<file path="config.mk">
export PLATFORM = sky130hd
export DESIGN_NAME = reg_status_file
export DESIGN_NICKNAME = d
export VERILOG_FILES = /design/src/rtl/reg_status_file_pkg.sv /design/src/rtl/rf_read_port.sv /design/src/rtl/reg_status_file.sv
export SDC_FILE = /design/constraint.sdc
export NUM_CORES = 2
export LEC_CHECK = 0
export BUFFER_PORTS_ARGS = -buffer_cell sky130_fd_sc_hd__buf_2
export CAP_MARGIN = 20
export CORE_MARGIN = 1
export CORE_UTILIZATION = 30
export CTS_CLUSTER_SIZE = 20
export DETAILED_ROUTE_END_ITERATION = 16
export HOLD_SLACK_MARGIN = 0.03
export PLACE_DENSITY = 0.52
export SLEW_MARGIN = 20
export SYNTH_ARGS = -nofsm -noshare
export SYNTH_HDL_FRONTEND = slang
export SYNTH_SLANG_ARGS = --single-unit
</file>
<file path="constraint.sdc">
create_clock -name clk -period 6.3 [get_ports clk]
set_input_delay 0.63 -clock clk [delete_from_list [all_inputs] [get_ports clk]]
set_output_delay 0.63 -clock clk [all_outputs]
set_load 0.03 [all_outputs]
</file>
<file path="src/rtl/reg_status_file_pkg.sv">
// Shared sizing for the architectural register file with rename status.
package reg_status_file_pkg;
  localparam int unsigned XLEN      = 32;
  localparam int unsigned REG_NUM   = 32;
  localparam int unsigned IDX_W     = $clog2(REG_NUM);
  localparam int unsigned ROB_DEPTH = 16;
  localparam int unsigned TAG_W     = $clog2(ROB_DEPTH);
endpackage

</file>
<file path="src/rtl/rf_read_port.sv">
// One combinational operand read port over the register/status tables.
// Optional same-cycle commit forwarding when RF_COMMIT_BYPASS_EN is defined.
module rf_read_port
  import reg_status_file_pkg::*;
(
  input  logic [IDX_W-1:0] id,
  input  logic [XLEN-1:0]  val_tbl [REG_NUM],
  input  logic [REG_NUM-1:0] busy_tbl,
  input  logic [TAG_W-1:0] tag_tbl [REG_NUM],
  input  logic             commit_en,
  input  logic [IDX_W-1:0] commit_rd,
  input  logic [TAG_W-1:0] commit_tag,
  input  logic [XLEN-1:0]  commit_val,
  output logic [XLEN-1:0]  val,
  output logic             busy,
  output logic [TAG_W-1:0] tag
);

  always_comb begin
    val  = val_tbl[id];
    busy = busy_tbl[id];
    tag  = tag_tbl[id];
    if (id == '0) begin
      val  = '0;
      busy = 1'b0;
      tag  = '0;
    end
`ifdef RF_COMMIT_BYPASS_EN
    // Only the pending producer's own commit may be forwarded.
    else if (commit_en && commit_rd == id && busy_tbl[id] && tag_tbl[id] == commit_tag) begin
      val  = commit_val;
      busy = 1'b0;
    end
`endif
  end

`ifdef RF_COMMIT_BYPASS_EN
`else
  logic unused_commit;
  assign unused_commit = ^{commit_en, commit_rd, commit_tag, commit_val};
`endif

endmodule

</file>
<file path="src/rtl/reg_status_file.sv">
// Architectural register file with per-register rename busy/tag, fed by dispatch and ROB commit.
// Build option: RF_COMMIT_BYPASS_EN enables same-cycle commit forwarding on the read ports.
module reg_status_file
  import reg_status_file_pkg::*;
(
  input  logic             clk,
  input  logic             rst,
  input  logic             rdy,
  input  logic             clear,
  input  logic             issue_en,
  input  logic [IDX_W-1:0] issue_rd,
  input  logic [TAG_W-1:0] issue_tag,
  input  logic [IDX_W-1:0] rs1_id,
  input  logic [IDX_W-1:0] rs2_id,
  output logic [XLEN-1:0]  rs1_val,
  output logic [XLEN-1:0]  rs2_val,
  output logic             rs1_busy,
  output logic             rs2_busy,
  output logic [TAG_W-1:0] rs1_tag,
  output logic [TAG_W-1:0] rs2_tag,
  input  logic             commit_en,
  input  logic [IDX_W-1:0] commit_rd,
  input  logic [TAG_W-1:0] commit_tag,
  input  logic [XLEN-1:0]  commit_val
);

  logic [XLEN-1:0]    val_q [REG_NUM];
  logic [REG_NUM-1:0] busy_q;
  logic [TAG_W-1:0]   tag_q [REG_NUM];

  always_ff @(posedge clk) begin
    if (rst) begin
      val_q  <= '{default: '0};
      busy_q <= '0;
      tag_q  <= '{default: '0};
    end else if (rdy) begin
      if (commit_en && commit_rd != '0) begin
        val_q[commit_rd] <= commit_val;
        // A stale commit (newer producer pending) leaves the rename intact.
        if (busy_q[commit_rd] && tag_q[commit_rd] == commit_tag) begin
          busy_q[commit_rd] <= 1'b0;
        end
      end
      // Later assignments win: clear beats both, issue beats commit release.
      if (clear) begin
        busy_q <= '0;
      end else if (issue_en && issue_rd != '0) begin
        busy_q[issue_rd] <= 1'b1;
        tag_q[issue_rd]  <= issue_tag;
      end
    end
  end

  rf_read_port u_rs1 (
    .id         (rs1_id),
    .val_tbl    (val_q),
    .busy_tbl   (busy_q),
    .tag_tbl    (tag_q),
    .commit_en  (commit_en),
    .commit_rd  (commit_rd),
    .commit_tag (commit_tag),
    .commit_val (commit_val),
    .val        (rs1_val),
    .busy       (rs1_busy),
    .tag        (rs1_tag)
  );

  rf_read_port u_rs2 (
    .id         (rs2_id),
    .val_tbl    (val_q),
    .busy_tbl   (busy_q),
    .tag_tbl    (tag_q),
    .commit_en  (commit_en),
    .commit_rd  (commit_rd),
    .commit_tag (commit_tag),
    .commit_val (commit_val),
    .val        (rs2_val),
    .busy       (rs2_busy),
    .tag        (rs2_tag)
  );

endmodule

</file>
==> flow_summary_export.csv <==
group,metric,value,unit
run_status,status,"finished, final reports clean",
worst_setup_path,worstPathRequired,5.67,ns
synthesis,ys_seq_area_frac,0.3870,
worst_hold_path,holdCritPathClass,"in -> reg",
die,start_util,0.3024,
worst_setup_path,start_kind,"input port",
die,die_h,453.8,um
die,core-area,202500,sq um
final_layout,final_cell_mix,"nand2_1 (2120), dfxtp_1 (1184), a21oi_1 (1104)",
synthesis,syn_area,61250,sq um
drt,vias,52450,
global_routing,grt_util_met1,0.3029,
synthesis,synth-edff-count,0,
final_layout,layout.cells.non_filler,9037,
drt,drt_iter0_drc,6752,
worst_setup_path,end_kind,"output port",
synthesis,ys_ff_latch,1184,
cts,postCtsResizedCells,0,
power_and_ir_drop,clkPwrFrac,0.474,
place,dp_hpwl,147.9,mm
synthesis,synth_top_area_share,0.3870,
drt,drt_pass1_iterations,6,
final_layout,multi_input_area,35280,sq um
sta,timing.final.crit_period,4.577,ns
worst_setup_path,r2r-start,"tag_q[2]$_SDFFE_PP0P_",
global_routing,grt_use_met2,0.3919,
final_layout,drive_gt1_frac,0.2070,
sta,slew_headroom,0.1289,
cts,clk_transition_reported_paths,0.07,ns
worst_hold_path,hold_start,"rst",
place,place_ws,1.729,ns
synthesis,synth_top_area_cell,"dfxtp_1",
place,place_inst,8796,
power_and_ir_drop,swShare,0.2544,
global_routing,overflow,0,
final_layout,finalInstanceArea,68690,sq um
power_and_ir_drop,power.total,16.55,mW
place,io_buffers,139,
synthesis,syn-num-nets,6582,
power_and_ir_drop,seqPwrFrac,0.455,
global_routing,grt-busiest-layer,"met2",
sta,max_freq,0.2185,GHz
final_layout,area_delta_synth_final,12.15,%
synthesis,netlist-cell-type-count,60,
cts,cts_root_buffer,"clkbuf_16",
drt,drc,0,
cts,h-tree-depth,3,
final_layout,layout_commonest_cell,"nand2_1",
cts,clkSinkCount,1184,
place,place_congestion,0.9136,
synthesis,synth_cells,6516,
final_layout,layout.nets,6314,
sta,fin_crit_sh,0.7265,
global_routing,grt_pass1_vias,49840,
worst_setup_path,arrival,3.95,ns
worst_setup_path,critPathMaxFanout,87,
final_layout,regArea,23700,sq um
sta,fin_hold_ws,0.2654,ns
power_and_ir_drop,leakagePower,21.91,nW
global_routing,grt_util_met3,0.04204,
global_routing,grt_first_pass_wirelength,363.3,mm
die,rows,165,
final_layout,post-route-util,0.3392,
cts,clkLatencyLatePin,0.77,ns
sta,rsz0062_at_grt,"no",
sta,fin_worst_skew,0.03746,ns
flow_run,maxCapViolations,0,
drt,drt_wl_total,255.5,mm
synthesis,yosys_warnings,0,
global_routing,grt_max_degree,222,
power_and_ir_drop,power_density,240.9,nW/um^2
synthesis,synthFlopType,"dfxtp_1",
power_and_ir_drop,power_frac_comb,0.070,
sta,finalMaxSlewViolations,0,
cts,clock_path_buffers,3,
power_and_ir_drop,power.switching,4.211,mW
die,die_w,453.8,um
power_and_ir_drop,vdd_drop_max,0.0002396,V
cts,hold_buffers,0,
synthesis,synth.avg_cell_area,9.399,sq um
drt,drtAntennaViolNets,0,
cts,numCtsBuffers,121,
synthesis,ys_top_cells_by_area,"dfxtp_1 (39%), mux4_2 (28%), nand2_1 (13%)",
global_routing,grt_use_total,0.2419,
drt,viasPerCell,5.804,
sta,max_slew.worst_pin.slew,1.303,ns
cts,cts_tree,"built",
die,num_io_pins,140,
drt,wl_per_cell,28.27,um
power_and_ir_drop,p_int,12.34,mW
die,die_area,206000,sq um
global_routing,grt_antenna_before_repair,18,
place,placed_area,64390,sq um
sta,setup_violations,0,
worst_setup_path,critPathKind,"in -> out",
cts,post-cts-setup-buffers,0,
synthesis,synthArstFlopShare,0,
sta,setup_ws,1.723,ns
sta,tns,0,ns
final_layout,n_fill_cell,20300,
sta,hold_viol_final,0,
worst_setup_path,crit_start,"rs2_id[1]",
==> power groups by stage <==
stage | logic (mW) | registers (mW) | clock network [mW]
after floorplan | 0.771 | 7.70 | 0
after global placement | 1.14 | 7.70 | 0
after detailed placement | 1.15 | 7.70 | 0
after CTS | 1.15 | 7.53 | 7.91
after global routing | 1.20 | 7.53 | 8.20
final | 1.16 | 7.53 | 7.85
==> routing by layer <==
layer / share of wire / wire [um]
met3: 0.091 / 23260
met1: 0.38 / 96300
met5: 0.000078 / 20
met2: 0.47 / 120900
met4: 0.059 / 15020
==> final timing paths <==
| kind | end | slack (ns) | cells after the start |
|---|---|---|---|
| worst max-delay path | rs2_val[21] | 1.72 | 7 |
| worst min-delay path | tag_q[123]$_SDFFE_PP0P_ | 0.27 | 2 |
| worst max register to register | busy_q[4]$_SDFFE_PP0P_ | 3.29 | 9 |
| worst min register to register | val_q[551]$_SDFFE_PP0P_ | 0.46 | 2 |
==> final cells by class <==
| class | count | share of cell area |
|---|---|---|
| multi-input cells | 4660 | 0.5136 |
| flip-flops and latches | 1184 | 0.3451 |
| clock buffers | 171 | 0.05104 |
| well taps | 2672 | 0.04867 |
| repair buffers | 276 | 0.03017 |
| clock inverters | 53 | 0.01060 |
| diodes | 16 | 0.0005829 |
| inverters | 5 | 0.0002732 |
==> logic make-up (layout without fill, tap and decap cells) <==
group | count (synthesis) | count (layout) | share of synthesized area
buffers and inverters | 672 | 505 | 0.04298
DFF | 1184 | 1184 | 0.3870
muxes | 926 | 926 | 0.3059
xor gates and xnor gates | 4 | 4 | 0.0006947
and+or+nand+nor | 2538 | 2538 | 0.1622
AOI/OAI and AO/OA | 1192 | 1192 | 0.1012
other | 0 | 16 | 0
==> worst max-delay path, cell delays in order <==
cell     delay [ns]
buf_8          0.62
buf_4          0.45
mux4_2         0.55
mux4_2         0.50
mux2i_1        0.57
nor2_1         0.23
buf_2          0.24
==> registers in the layout, indices dropped and copies added (netlist names) <==
name / flops
val_q: 1024
tag_q: 128
busy_q: 32
==> cell usage after synthesis, types with 3 or more instances <==
| library cell | count |
|---|---|
| a211oi_1 | 6 |
| mux4_1 | 6 |
| buf_1 | 91 |
| o32ai_1 | 3 |
| a21oi_1 | 1104 |
| a22o_1 | 3 |
| a22oi_1 | 16 |
| nor3b_1 | 5 |
| o311ai_0 | 5 |
| mux4_2 | 748 |
| clkbuf_1 | 549 |
| buf_2 | 16 |
| nand2b_1 | 4 |
| and2_1 | 5 |
| o32a_1 | 3 |
| buf_8 | 4 |
| o21ai_2 | 3 |
| mux2i_1 | 167 |
| or3_1 | 3 |
| nor2_1 | 192 |
| nand2_1 | 2151 |
| dfxtp_1 | 1184 |
| mux2_2 | 4 |
| nand3_1 | 92 |
| nor3_1 | 8 |
| o211ai_1 | 4 |
| buf_6 | 5 |
| inv_1 | 4 |
| and3_1 | 13 |
| nor2b_1 | 49 |
| o21ai_0 | 29 |
Note: power is estimated with default switching activity, not from simulation.
